**config.mk**
```make
export PLATFORM = sky130hd
export DESIGN_NAME = wb_mst_engine_flat
export DESIGN_NICKNAME = d
export VERILOG_FILES = /design/src/rtl/wb_mst_engine_if.sv /design/src/rtl/wb_mst_engine.sv /design/src/flat_wrapper.sv
export SDC_FILE = /design/constraint.sdc
export NUM_CORES = 1
export LEC_CHECK = 0
export ABC_AREA = 1
export BUFFER_PORTS_ARGS = -buffer_cell sky130_fd_sc_hd__buf_2
export CAP_MARGIN = 10
export CORE_MARGIN = 2
export CORE_UTILIZATION = 40
export CTS_CLUSTER_DIAMETER = 100
export DETAILED_ROUTE_END_ITERATION = 8
export PLACE_DENSITY_LB_ADDON = 0.2
export RECOVER_POWER = 25
export SLEW_MARGIN = 25
export SYNTH_ARGS = -nofsm -noshare
export SYNTH_HDL_FRONTEND = slang
export SYNTH_SLANG_ARGS = --single-unit
```
**constraint.sdc**
```tcl
create_clock -name clk -period 2.44 [get_ports clk]
set_input_delay 0.732 -clock clk [delete_from_list [all_inputs] [get_ports clk]]
set_output_delay 0.732 -clock clk [all_outputs]
set_load 0.005 [all_outputs]
```
**src/rtl/wb_mst_engine_if.sv**
```systemverilog
// Wishbone classic bus bundle between the engine (master) and a slave.
//   adr/dout/sel/we/cyc/stb : master -> slave request signals
//   din/ack/err/rty         : slave -> master response signals
interface wb_mst_engine_if;
  logic [31:0] adr;
  logic [31:0] dout;
  logic [31:0] din;
  logic [3:0]  sel;
  logic        we;
  logic        cyc;
  logic        stb;
  logic        ack;
  logic        err;
  logic        rty;

  modport master (
    output adr, dout, sel, we, cyc, stb,
    input  din, ack, err, rty
  );

  modport slave (
    input  adr, dout, sel, we, cyc, stb,
    output din, ack, err, rty
  );
endinterface

```
**src/rtl/wb_mst_engine.sv**
```systemverilog
// Wishbone classic initiator. Converts single-word or incrementing-burst
// commands into Wishbone cycles, streams write data in / read data out, and
// reports per-command completion status.
//   clk, rst        : clock, synchronous active-low reset
//   cmd_*           : command port (valid/ready), we, start address, sel, len-1
//   wd_*            : write data stream into the engine
//   rd_valid/rd_data: read data beats (one-cycle pulse per beat)
//   done/status     : completion pulse; status 0=OK 1=ERR 2=RTY exhausted 3=TIMEOUT
//   wb              : Wishbone master modport
// Optional build macro WB_MST_WDOG_EN: bus watchdog aborting after TIMEOUT
// consecutive unanswered strobe cycles.
module wb_mst_engine #(
  parameter int unsigned MAX_RETRY = 3,
  parameter int unsigned TIMEOUT   = 255,
  parameter int unsigned LEN_W     = 8
) (
  input  logic             clk,
  input  logic             rst,
  input  logic             cmd_valid,
  output logic             cmd_ready,
  input  logic             cmd_we,
  input  logic [31:0]      cmd_adr,
  input  logic [3:0]       cmd_sel,
  input  logic [LEN_W-1:0] cmd_len,
  input  logic             wd_valid,
  output logic             wd_ready,
  input  logic [31:0]      wd_data,
  output logic             rd_valid,
  output logic [31:0]      rd_data,
  output logic             done,
  output logic [1:0]       status,
  wb_mst_engine_if.master  wb
);

  typedef enum logic [2:0] {
    S_IDLE,
    S_WDAT,
    S_BUS,
    S_BACKOFF,
    S_DONE
  } state_t;

  state_t           state;
  logic [LEN_W-1:0] beats;
  // One bit wider than MAX_RETRY's range so count MAX_RETRY+1 is representable.
  logic [4:0]       retry;

`ifdef WB_MST_WDOG_EN
  localparam int unsigned WDOG_W = (TIMEOUT < 2) ? 1 : $clog2(TIMEOUT + 1);
  logic [WDOG_W-1:0] wdog;
`endif

  assign cmd_ready = (state == S_IDLE);
  assign wd_ready  = (state == S_WDAT);

  always_ff @(posedge clk) begin
    if (!rst) begin
      state    <= S_IDLE;
      beats    <= '0;
      retry    <= '0;
      rd_valid <= 1'b0;
      rd_data  <= '0;
      done     <= 1'b0;
      status   <= '0;
      wb.adr   <= '0;
      wb.dout  <= '0;
      wb.sel   <= '0;
      wb.we    <= 1'b0;
      wb.cyc   <= 1'b0;
      wb.stb   <= 1'b0;
`ifdef WB_MST_WDOG_EN
      wdog     <= '0;
`endif
    end else begin
      rd_valid <= 1'b0;
      done     <= 1'b0;
`ifdef WB_MST_WDOG_EN
      // Cleared everywhere except a silent BUS cycle, which increments below.
      wdog     <= '0;
`endif
      case (state)
        S_IDLE: begin
          if (cmd_valid) begin
            wb.adr <= cmd_adr & 32'hFFFF_FFFC;
            wb.sel <= cmd_sel;
            wb.we  <= cmd_we;
            wb.cyc <= 1'b1;
            beats  <= cmd_len;
            retry  <= '0;
            if (cmd_we) begin
              state <= S_WDAT;
            end else begin
              wb.stb <= 1'b1;
              state  <= S_BUS;
            end
          end
        end

        S_WDAT: begin
          if (wd_valid) begin
            wb.dout <= wd_data;
            wb.stb  <= 1'b1;
            state   <= S_BUS;
          end
        end

        S_BUS: begin
          if (wb.err) begin
            wb.cyc <= 1'b0;
            wb.stb <= 1'b0;
            status <= 2'd1;
            done   <= 1'b1;
            state  <= S_DONE;
          end else if (wb.rty) begin
            wb.stb <= 1'b0;
            retry  <= retry + 5'd1;
            if ((retry + 5'd1) > 5'(MAX_RETRY)) begin
              wb.cyc <= 1'b0;
              status <= 2'd2;
              done   <= 1'b1;
              state  <= S_DONE;
            end else begin
              state <= S_BACKOFF;
            end
          end else if (wb.ack) begin
            if (!wb.we) begin
              rd_data  <= wb.din;
              rd_valid <= 1'b1;
            end
            if (beats != '0) begin
              retry  <= '0;
              wb.adr <= wb.adr + 32'd4;
              beats  <= beats - LEN_W'(1);
              // Reads keep stb high for back-to-back beats; writes drop it to
              // fetch the next data word.
              if (wb.we) begin
                wb.stb <= 1'b0;
                state  <= S_WDAT;
              end
            end else begin
              wb.cyc <= 1'b0;
              wb.stb <= 1'b0;
              status <= 2'd0;
              done   <= 1'b1;
              state  <= S_DONE;
            end
          end
`ifdef WB_MST_WDOG_EN
          // Abort on the TIMEOUT-th consecutive strobe cycle without response.
          else if (wdog == WDOG_W'(TIMEOUT - 1)) begin
            wb.cyc <= 1'b0;
            wb.stb <= 1'b0;
            status <= 2'd3;
            done   <= 1'b1;
            state  <= S_DONE;
          end else begin
            wdog <= wdog + WDOG_W'(1);
          end
`endif
        end

        S_BACKOFF: begin
          wb.stb <= 1'b1;
          state  <= S_BUS;
        end

        S_DONE: begin
          state <= S_IDLE;
        end

        default: begin
          wb.cyc <= 1'b0;
          wb.stb <= 1'b0;
          state  <= S_IDLE;
        end
      endcase
    end
  end

endmodule
```
**src/flat_wrapper.sv**
```systemverilog
// flat-port wrapper written by rule: the top's interface ports become plain ports
module wb_mst_engine_flat 
#(
  parameter int unsigned MAX_RETRY = 3,
  parameter int unsigned TIMEOUT   = 255,
  parameter int unsigned LEN_W     = 8
)
  (clk, rst, cmd_valid, cmd_ready, cmd_we, cmd_adr, cmd_sel, cmd_len, wd_valid, wd_ready, wd_data, rd_valid, rd_data, done, status, wb_adr, wb_dout, wb_sel, wb_we, wb_cyc, wb_stb, wb_din, wb_ack, wb_err, wb_rty);
  wb_mst_engine_if wb_i ();
  input  logic clk;
  input  logic rst;
  input  logic cmd_valid;
  output logic cmd_ready;
  input  logic cmd_we;
  input  logic [31:0] cmd_adr;
  input  logic [3:0] cmd_sel;
  input  logic [LEN_W-1:0] cmd_len;
  input  logic wd_valid;
  output logic wd_ready;
  input  logic [31:0] wd_data;
  output logic rd_valid;
  output logic [31:0] rd_data;
  output logic done;
  output logic [1:0] status;
  output wire logic [$bits(wb_i.adr)-1:0] wb_adr;
  output wire logic [$bits(wb_i.dout)-1:0] wb_dout;
  output wire logic [$bits(wb_i.sel)-1:0] wb_sel;
  output wire logic [$bits(wb_i.we)-1:0] wb_we;
  output wire logic [$bits(wb_i.cyc)-1:0] wb_cyc;
  output wire logic [$bits(wb_i.stb)-1:0] wb_stb;
  input wire logic [$bits(wb_i.din)-1:0] wb_din;
  input wire logic [$bits(wb_i.ack)-1:0] wb_ack;
  input wire logic [$bits(wb_i.err)-1:0] wb_err;
  input wire logic [$bits(wb_i.rty)-1:0] wb_rty;
  assign wb_adr = wb_i.adr;
  assign wb_dout = wb_i.dout;
  assign wb_sel = wb_i.sel;
  assign wb_we = wb_i.we;
  assign wb_cyc = wb_i.cyc;
  assign wb_stb = wb_i.stb;
  assign wb_i.din = wb_din;
  assign wb_i.ack = wb_ack;
  assign wb_i.err = wb_err;
  assign wb_i.rty = wb_rty;
  wb_mst_engine #(.MAX_RETRY(MAX_RETRY), .TIMEOUT(TIMEOUT), .LEN_W(LEN_W)) u_core (.clk(clk), .rst(rst), .cmd_valid(cmd_valid), .cmd_ready(cmd_ready), .cmd_we(cmd_we), .cmd_adr(cmd_adr), .cmd_sel(cmd_sel), .cmd_len(cmd_len), .wd_valid(wd_valid), .wd_ready(wd_ready), .wd_data(wd_data), .rd_valid(rd_valid), .rd_data(rd_data), .done(done), .status(status), .wb(wb_i));
endmodule
```
==> out/qor.yml <==
synth.yosys.seq_area_share_pct: 40.5
grt_pass1_vias: 5774
hold_viol_final: 0
layout_setup_ws_ns: 0.334
tns_ns: 0
ant_nets: 0
clk_pin_slew_worst_paths_ns: 0.06
drv_cap: 0
setup_violations: 0
yosysWarningCount: 0
cp_max_fo: 7
nNetsFinal: 1262
min_period_ns: 2.11
first_pass_iters: 5
cts.path.max_buffers: 2
placed_area_um2: 7200
p_per_area_nw_per_um2: 907
start_util_pct: 41.0
die_width_um: 126
synthTopCellsByArea: "dfxtp_1 (40%), nor2_1 (15%), nand2_1 (13%), o21ai_0 (9.2%), nand3_1 (4.5%)"
async_flop_share_pct: 0
critical_path.max_stage_delay_ns: 0.44
hold_buffers: 0
drt-total-wl_um: 17600
area_growth_pct: 30.2
cts_tree: "yes"
first_iter_violations: 369
slowest_stage: "dfxtp_1"
cp_cell_sequence: "inv_1, nand2_1, inv_1, buf_2"
min_period_over_period_pct: 86.3
netlist.area_leader.share_pct: 40.5
synth.ff_latch_count: 121
cp-start-kind: "flop"
seqCellArea_um2: 2420
avgSynthCellArea_um2: 6.41
cp_common_cell: "inv_1"
clock.fmax_ghz: 0.475
synth_top_flop_cell: "dfxtp_1"
drive_gt1_share_pct: 22.3
antenna_found_initial: 1
multi_input_area_um2: 3080
place_congestion: 0.859
syn_area_um2: 5990
core_area_um2: 14600
endpoint_kind: "output pin"
path_depth: 4
drc_errors: 0
skew_ns: 0.00844
cts_resized: 0
cts_buffers: 17
yosysMostFrequentCell: "nor2_1"
synth.cells.most_frequent: "nor2_1 (239), nand2_1 (203), dfxtp_1 (121), o21ai_0 (110), inv_1 (64)"
grt_pass1_wl_um: 28300
wl_per_cell_um: 13.2
leakage_nw: 3.54
hold_class: "reg2reg"
r2r_cells: 8
n_fill_cell: 1523
required_ns: 1.71
netlist.top_cell.by_area: "dfxtp_1"
holdWs_ns: 0.461
dpl.hpwl_um: 12700
clk_latency_ns: 0.41
overflow: 0
num_vias: 6466
rows: 44
post-place-ws_ns: 0.141
cp_num_buf_inv: 3
netlist_instances: 934
design_area_um2: 7790
grt_max_degree: 62
yosysUniqueCellTypes: 27
path_delay_family: "flip-flops"
clock_sinks: 121
ctsHtreeMaxLevel: 4
grtUsageTotal_pct: 21.8
path_class: "reg2out"
tightest_slew_ns: 0.627
holdPathStages: 2
chipHeight_um: 126
rsz0062_at_grt: "no"
dieArea_um2: 16000
synth_enable_flop_cells: 0
status: "finished clean"
portBuffers: 220
post_cts_buffers: 0
slew_violations: 0
io_pins: 225
peakVddDrop_mv: 0.468
arrival_ns: 1.37
root_buffer: "clkbuf_16"
relSlewSlack_pct: 58.1
drt-vias-per-instance: 4.83
## layer usage
layer | global-route usage [%] | vias to the layer above | wire length (µm)
met2 | 35.9 | 196 | 8030
met5 | 0 | - | 0
met3 | 6.03 | 17 | 1140
li1 | - | 3389 | -
met1 | 28.2 | 2864 | 8230
met4 | 6.33 | 0 | 242
## sequential cells by signal (all words and copies together), names as in the netlist
| signal | flops |
|---|---|
| u_core.rd_data | 32 |
| u_core.wb.dout | 32 |
| u_core.wb.adr | 30 |
| u_core.beats | 8 |
| u_core.retry | 5 |
| u_core.wb.sel | 4 |
| u_core.state | 3 |
| u_core.status | 2 |
| u_core.done | 1 |
| u_core.rd_valid | 1 |
| u_core.wb.cyc | 1 |
| u_core.wb.stb | 1 |
| u_core.wb.we | 1 |
## cell usage in the layout (no fill, tap or decap), types with 2 or more instances in the layout
master / netlist / layout
a21oi_1: 52 / 52
buf_12: 0 / 2
buf_2: 15 / 195
buf_4: 6 / 10
bufinv_16: 0 / 3
clkbuf_1: 18 / 25
clkbuf_16: 0 / 17
clkinv_4: 0 / 3
clkinvlp_4: 0 / 2
conb_1: 1 / 2
dfxtp_1: 121 / 121
ha_1: 4 / 4
inv_1: 64 / 64
inv_2: 2 / 2
inv_6: 0 / 5
nand2_1: 203 / 204
nand3_1: 54 / 54
nand4_1: 11 / 11
nor2_1: 239 / 239
o21ai_0: 110 / 110
o21ai_1: 2 / 2
or2_2: 13 / 13
xnor2_1: 2 / 2
xor2_1: 2 / 2
## worst reg2reg max path: stages, from the launching register on
cell,delay (ns)
dfxtp_1,0.33
inv_1,0.08
ha_1,0.23
nand2_1,0.11
nor2_1,0.09
nand3_1,0.14
nand4_4,0.51
o21ai_0,0.38
a21oi_1,0.06
## logic make-up after synthesis
family / share of synthesized area [%]
and+or+nand+nor: 35.7
AOI/OAI and AO/OA: 13.9
DFF: 40.5
buffers and inverters: 8.21
adders and majority gates: 0.836
xor gates and xnor gates: 0.585
other: 0.0626
muxes: 0.167
## report_power, final
part           switching (mW)  total (mW)  leakage, nW  internal, mW
clock network           0.990        2.65        0.300          1.66
logic                    1.14        1.87         2.26         0.734
registers               0.283        2.55        0.987          2.26
total                    2.41        7.07         3.54          4.66
## final timing paths
check,from,to,slack [ns]
hold / removal,u_core.wb.cyc,u_core.wb.cyc,0.46
hold reg to reg,u_core.wb.cyc,u_core.wb.cyc,0.46
setup / recovery,u_core.state[2],cmd_ready,0.33
setup reg to reg,u_core.beats[0],u_core.beats[0],0.38
## area by class of cell
type	count	area share [%]
diodes	1	0.0321
clock buffers	18	5.64
clock inverters	14	2.39
inverters	66	3.18
multi-input cells	704	39.5
flip-flops and latches	121	31.1
well taps	184	2.95
repair buffers	232	15.2
## through the flow
step / std cells / utilization (%) / power [mW]
after floorplan: 935 / - / 3.88
after global placement: 1307 / 49.3 / 4.45
after detailed placement: 1307 / 49.3 / 4.47
after CTS: 1339 / 53.6 / 7.14
after global routing: 1339 / 53.4 / 7.54
final: 1340 / 53.4 / 7.07
(Power assumes the default switching activity.)
